<file path="src/rtl/data_sync.sv">
// data_sync: moves a source-domain bus into the clk domain.
// Only the bus_enable qualifier is synchronized. The bus itself is sampled
// once, on the first clk cycle after the synchronized enable rises.
module data_sync #(
   parameter int unsigned BUS_WIDTH  = 8,
   parameter int unsigned NUM_STAGES = 2
) (
   input  logic                 clk,
   input  logic                 rst,
   input  logic [BUS_WIDTH-1:0] unsync_bus,
   input  logic                 bus_enable,
   output logic [BUS_WIDTH-1:0] sync_bus,
   output logic                 enable_pulse
);

   localparam int unsigned LAST = NUM_STAGES - 1;

   logic [NUM_STAGES-1:0] sync;
   logic                  q;
   logic                  sel;

   // Enable synchronizer chain; sync[0] is the only flop that sees bus_enable
   always_ff @(posedge clk or negedge rst) begin
      if (!rst) begin
         sync <= '0;
      end else begin
         sync <= {sync[NUM_STAGES-2:0], bus_enable};
      end
   end

   // Previous value of the synchronized enable, for edge detection
   always_ff @(posedge clk or negedge rst) begin
      if (!rst) begin
         q <= 1'b0;
      end else begin
         q <= sync[LAST];
      end
   end

   // Rising edge of the synchronized enable selects the capture cycle
   always_comb begin
      sel = sync[LAST] & ~q;
   end

   // Capture the (stable) source bus and raise the one-cycle strobe
   always_ff @(posedge clk or negedge rst) begin
      if (!rst) begin
         sync_bus     <= '0;
         enable_pulse <= 1'b0;
      end else begin
         enable_pulse <= sel;
         if (sel) begin
            sync_bus <= unsync_bus;
         end
      end
   end

endmodule

</file>
<file path="config.mk">
export PLATFORM = sky130hd
export DESIGN_NAME = data_sync
export DESIGN_NICKNAME = d
export VERILOG_FILES = /design/src/rtl/data_sync.sv
export SDC_FILE = /design/constraint.sdc
export NUM_CORES = 1
export LEC_CHECK = 0
export ABC_AREA = 1
export CAP_MARGIN = 20
export CORE_AREA = 2 2 39 41
export DETAILED_ROUTE_END_ITERATION = 10
export DIE_AREA = 0 0 41 43
export GPL_ROUTABILITY_DRIVEN = 0
export HOLD_SLACK_MARGIN = 0.1
export PLACE_DENSITY_LB_ADDON = 0.05
export SLEW_MARGIN = 20
export SYNTH_ARGS = -nofsm -noshare
export SYNTH_HDL_FRONTEND = slang
export SYNTH_SLANG_ARGS = --single-unit
</file>
<file path="constraint.sdc">
create_clock -name clk -period 1.8 [get_ports clk]
set_input_delay 0.36 -clock clk [delete_from_list [all_inputs] [get_ports clk]]
set_output_delay 0.36 -clock clk [all_outputs]
set_load 0.01 [all_outputs]
</file>
==> flow_summary.ini, run 1 <==
[worst_setup_path]
ff2ff_path_depth = 3
cp_slowest_cell = clkdlybuf4s50_1
path_class = reg -> out
path_cells = clkdlybuf4s50_1
r2r_start = sync[1]
end_kind = primary output
reg2reg_slack_ns = 0.82
crit_fanout = 2
crit_buf_inv = 1
cp-start-kind = flip-flop
slowest_delay_ns = 0.56
worstReg2RegEnd = sync_bus[7]
cp_top_family = buffers and inverters
path_depth = 1
worst-endpoint-arrival_ns = 1.19
cp-startpoint = sync_bus[0]
cp-endpoint = sync_bus[0]
crit_required_ns = 1.44

[yosys]
seq_area_frac_synth_pct = 67.23
syn_inst = 40
syn_area_um2 = 446.7
avgSynthCellArea_um2 = 11.17
ys_ff_latch = 12
synth_nets = 51
synth_area_leaders = dfrtp_1 67%, nand2_1 12%, nand3_1 9.0%
synth_top_cell_by_area = dfrtp_1
yosysTopAreaCellShare_pct = 67.23
synthDistinctLibCells = 8
yosysWarnings = 0

[layout]
drive_gt1_share_pct = 12.90
antenna_cells = 0
num-nets-final = 74
area_growth_pct = 52.66
nFillCells = 130

[clock_network]
post_cts_buffers = 0
clockRootBuffer = clkbuf_4
clock-sinks = 12
holdBufCountCts = 0
cts_tree = yes
cts_max_level = 1
cts_made_buffers = 3
clk_pin_slew_ns = 0.07
cts_resized = 0
cts_buffer_depth = 2
worstSkewPairLatency_ns = 0.27

[global_routing]
grt-ovfl-total = 0
grt_max_degree = 13
grt_pass1_wl_um = 1311
antenna_found_initial = 0
grt_pass1_vias = 316
grt_use_total_pct = 12.02

[floorplan]
row_count = 14
coreArea_mm2 = 0.001384
ioPinCount = 20
start_util_pct = 32.28
die_area_mm2 = 0.001763
dieHeight_um = 43
die_w_um = 41

[detailed_routing]
viasPerCell = 4.423
dr.pass1.iters = 3
wl_per_cell_um = 11.10
routed-via-count = 345
final_antenna_net_count = 0
drc = 0
drtIter0Drc = 3
wl_um = 866

[timing]
period_needed_ns = 1.549
slew_viol_final = 0
hold_ws_ns = 0.3515
worstMarginPinSlew_ns = 0.5105
skew_ns = 0.0008287
setup_viol = 0
finalCritPeriodShare_pct = 86.04
setup_tns_ns = 0
rsz0062_at_grt = false
relSlewSlack_pct = 65.86
hold_violations = 0
fmax_mhz = 645.7

[power]
total_power_uw = 643.7
power_density_mw_per_mm2 = 944.0
power.leakage_uw = 0.0003250
ir_worst_vdd_uv = 494.0

[place]
io_buffers = 19

[min_path]
holdCritPathClass = reg -> reg

[run_status]
status = finished clean

[run]
drv_cap = 0
[cell usage after synthesis]
cell type and number:
inv_4 1, dfrtp_1 12, nand2_8 1, nand2_2 2, buf_6 1, nand3_1 8, inv_1 1, nand2_1 14
[cell usage in the layout, fill, tap and decap left out]
cell / Yosys / routed
nand3_1: 8 / 8
dfrtp_1: 12 / 12
clkbuf_8: 0 / 1
clkdlybuf4s50_1: 0 / 19
clkbuf_4: 0 / 3
inv_4: 1 / 1
nand2_8: 1 / 1
nand2_2: 2 / 2
nand2_1: 14 / 14
inv_1: 1 / 1
[metal layers]
layer	track usage, %	vias to the layer above	wire (um)
met4	8.000	0	15
met2	18.75	14	459
met1	13.19	158	332
met5	0	-	0
li1	-	171	-
met3	3.665	2	59
[per-stage QoR]
step	util [%]	worst slack [ns]	cell area [um2]	std cells
floorplan	-	1.036	446.7	40
global placement	46.65	0.5711	645.6	74
detailed placement	46.65	0.5326	645.6	74
CTS	49.28	0.2340	681.9	78
global route	49.28	0.2169	681.9	78
finish	49.28	0.2513	681.9	78
[cells by family after synthesis]
group / share of synthesized area [%]
buffers and inverters: 4.762
flip-flops: 67.23
AND/OR/NAND/NOR: 28.01
[how the worst min path moves through the flow]
stage	from	endpoint	slack (ns)	depth (start not counted)
after CTS	sync[0]	sync[1]	0.35	0
after global routing	sync[0]	sync[1]	0.36	0
final	sync[0]	sync[1]	0.35	0
after global placement	sync[0]	sync[1]	0.33	0
after detailed placement	sync[0]	sync[1]	0.34	0
after floorplan	rst	enable_pulse	0.06	0
[sequential cells by signal (all words and copies together) (netlist names)]
name and cells:
enable_pulse 1, q 1, sync 2, sync_bus 8
[power breakdown]
part	internal (uW)	leakage [uW]	switching (uW)	total (uW)
Clock	123	0.0000210	83.7	207
Sequential	297	0.000146	19.1	316
Combinational	72.2	0.000158	49.0	121
[layout make-up]
| cell class | instances | area, um2 | share of cell area (%) |
|---|---|---|---|
| inverters | 2 | 10.01 | 1.468 |
| well taps | 16 | 20.02 | 2.936 |
| multi-input cells | 25 | 125.1 | 18.35 |
| flip-flops and latches | 12 | 300.3 | 44.04 |
| repair buffers | 19 | 190.2 | 27.89 |
| clock buffers | 4 | 36.28 | 5.321 |
Note: power is estimated with default switching activity, not from simulation.
==> run 2, diff against run 1 <==
--- a/config.mk
+++ b/config.mk
@@ -11,6 +11,7 @@
 export DETAILED_ROUTE_END_ITERATION = 10
 export DIE_AREA = 0 0 41 43
 export GPL_ROUTABILITY_DRIVEN = 0
+export GPL_TIMING_DRIVEN = 0
 export HOLD_SLACK_MARGIN = 0.1
 export PLACE_DENSITY_LB_ADDON = 0.05
 export SLEW_MARGIN = 20
==> run 2 against run 1 <==
Via count grew 2.0%; register-to-register slack improved by 0.15 ns; power increased by 1.7%; core utilization grew 0.81 points; die area unchanged; clock-buffer cell count is the same; cell count grew 1.3%; hold slack better by 0.0080 ns; fmax up 0.92%; sequential share of layout area fell by 0.72 points.
==> flow_summary.ini, run 2 (synthesis gave the netlist of run 1 again) <==
[power]
p_seq_share_pct = 47.5
p_sw_uw = 160.5
total_power_uw = 654.7
netSwitchingFraction_pct = 24.52
power.leakage_uw = 0.0003311
intPower_uw = 494.1
pwr-share-clk_pct = 33.3
power_density_mw_per_mm2 = 944.4
power_frac_comb_pct = 19.2
ir_worst_vdd_uv = 523.7

[floorplan]
row_count = 14
coreArea_mm2 = 0.001384
ioPinCount = 20
die_area_mm2 = 0.001763
die_w_um = 41
dieHeight_um = 43
start_util_pct = 32.28

[worst_setup_path]
cp-startpoint = sync_bus[0]
crit_buf_inv = 1
reg2reg_slack_ns = 0.97
end_kind = primary output
slowest_delay_ns = 0.54
cp_slowest_cell = clkdlybuf4s50_1
cp_top_family = buffers and inverters
path_class = reg -> out
crit_required_ns = 1.44
crit_fanout = 2
worst-endpoint-arrival_ns = 1.17
r2r_start = q
path_cells = clkdlybuf4s50_1
ff2ff_path_depth = 4
worstReg2RegEnd = sync_bus[3]
cp-start-kind = flip-flop

[layout]
area_growth_pct = 55.18
largestRegisters = sync_bus (8), sync (2)
largest_register_ffs = 8
final_cell_mix = 19 x clkdlybuf4s50_1, 14 x nand2_1, 12 x dfrtp_1, 8 x nand3_1, 3 x clkbuf_4
drive_gt1_share_pct = 14.29
top_register = sync_bus
num-nets-final = 75
fin_util_pct = 50.09
final_common_cell = clkdlybuf4s50_1
nFillCells = 152
antenna_cells = 0

[min_path]
hold_path_depth = 0
hold_end = sync[1]
min_from = sync[0]
holdCritPathClass = reg -> reg

[global_routing]
grt_use_total_pct = 11.73
antenna_found_initial = 0
grt_pass1_wl_um = 1304
grt_pass1_vias = 292
grt-ovfl-total = 0
grt_max_degree = 13

[timing]
hold_violations = 0
period_needed_ns = 1.535
finalCritPeriodShare_pct = 85.26
worstMarginPinSlew_ns = 0.5751
relSlewSlack_pct = 61.54
fin_ws_ns = 0.2654
rsz0062_at_grt = false
fmax_mhz = 651.6
setup_tns_ns = 0
setup_viol = 0
skew_ns = 0.006834
slew_viol_final = 0

[clock_network]
holdBufCountCts = 0
clk_pin_slew_ns = 0.08
cts_buffer_depth = 2
cts_made_buffers = 3
clock-sinks = 12
cts_resized = 0
post_cts_buffers = 0
worstSkewPairLatency_ns = 0.27
cts_tree = yes
cts_max_level = 1
clockRootBuffer = clkbuf_4

[run_status]
status = finished clean

[place]
io_buffers = 19
dpl_worst_slack_ns = 0.5630
hpwl_um = 586.4

[detailed_routing]
viasPerCell = 4.456
wl_um = 874
drtIter0Drc = 4
wl_per_cell_um = 11.06
drc = 0
final_antenna_net_count = 0
dr.pass1.iters = 3
routed-via-count = 352

[run]
drv_cap = 0
==> run 2: cell types whose count changed in the layout (fill, tap and decap cells not counted) <==
cell / change
buf_6: +1
==> run 2: power groups by stage <==
stage               sequential, uW  clock (uW)  combinational (uW)
floorplan                      328           0                33.9
global placement               316           0                 127
detailed placement             317           0                 127
CTS                            312         226                 127
global route                   315         239                 138
finish                         311         218                 126
==> run 2: worst max-delay path by stage <==
stage	slack (ns)	to	cells after the start
after detailed placement	0.56	sync_bus[3]	1
final	0.27	sync_bus[0]	1
after global routing	0.21	sync_bus[3]	1
after CTS	0.25	sync_bus[4]	1
after global placement	0.56	sync_bus[3]	1
after floorplan	1.04	sync_bus[0]	4
==> run 2: cell type report <==
class	instances	area [um2]	share of cell area [%]
flip-flops and latches	12	300.3	43.32
repair buffers	19	190.2	27.44
multi-input cells	25	125.1	18.05
clock buffers	4	36.28	5.235
well taps	16	20.02	2.888
plain buffers	1	11.26	1.625
inverters	2	10.01	1.444
==> run 2: routing by layer <==
layer  track usage (%)  wire length [um]  up-vias
met3             4.712                46        2
li1                  -                 -      172
met2             15.31               441       12
met5                 0                 0        -
met4             8.000                 8        0
met1             15.25               377      166
==> run 2: metrics by stage <==
step           cell area (um2)  instances  hold WS [ns]
6_report                 693.2         79        0.3595
5_1_grt                  693.2         79        0.3612
4_1_cts                  693.2         79        0.3556
3_5_place_dp             656.9         75        0.3379
3_3_place_gp             656.9         75        0.3341
2_1_floorplan            446.7         40       0.06441
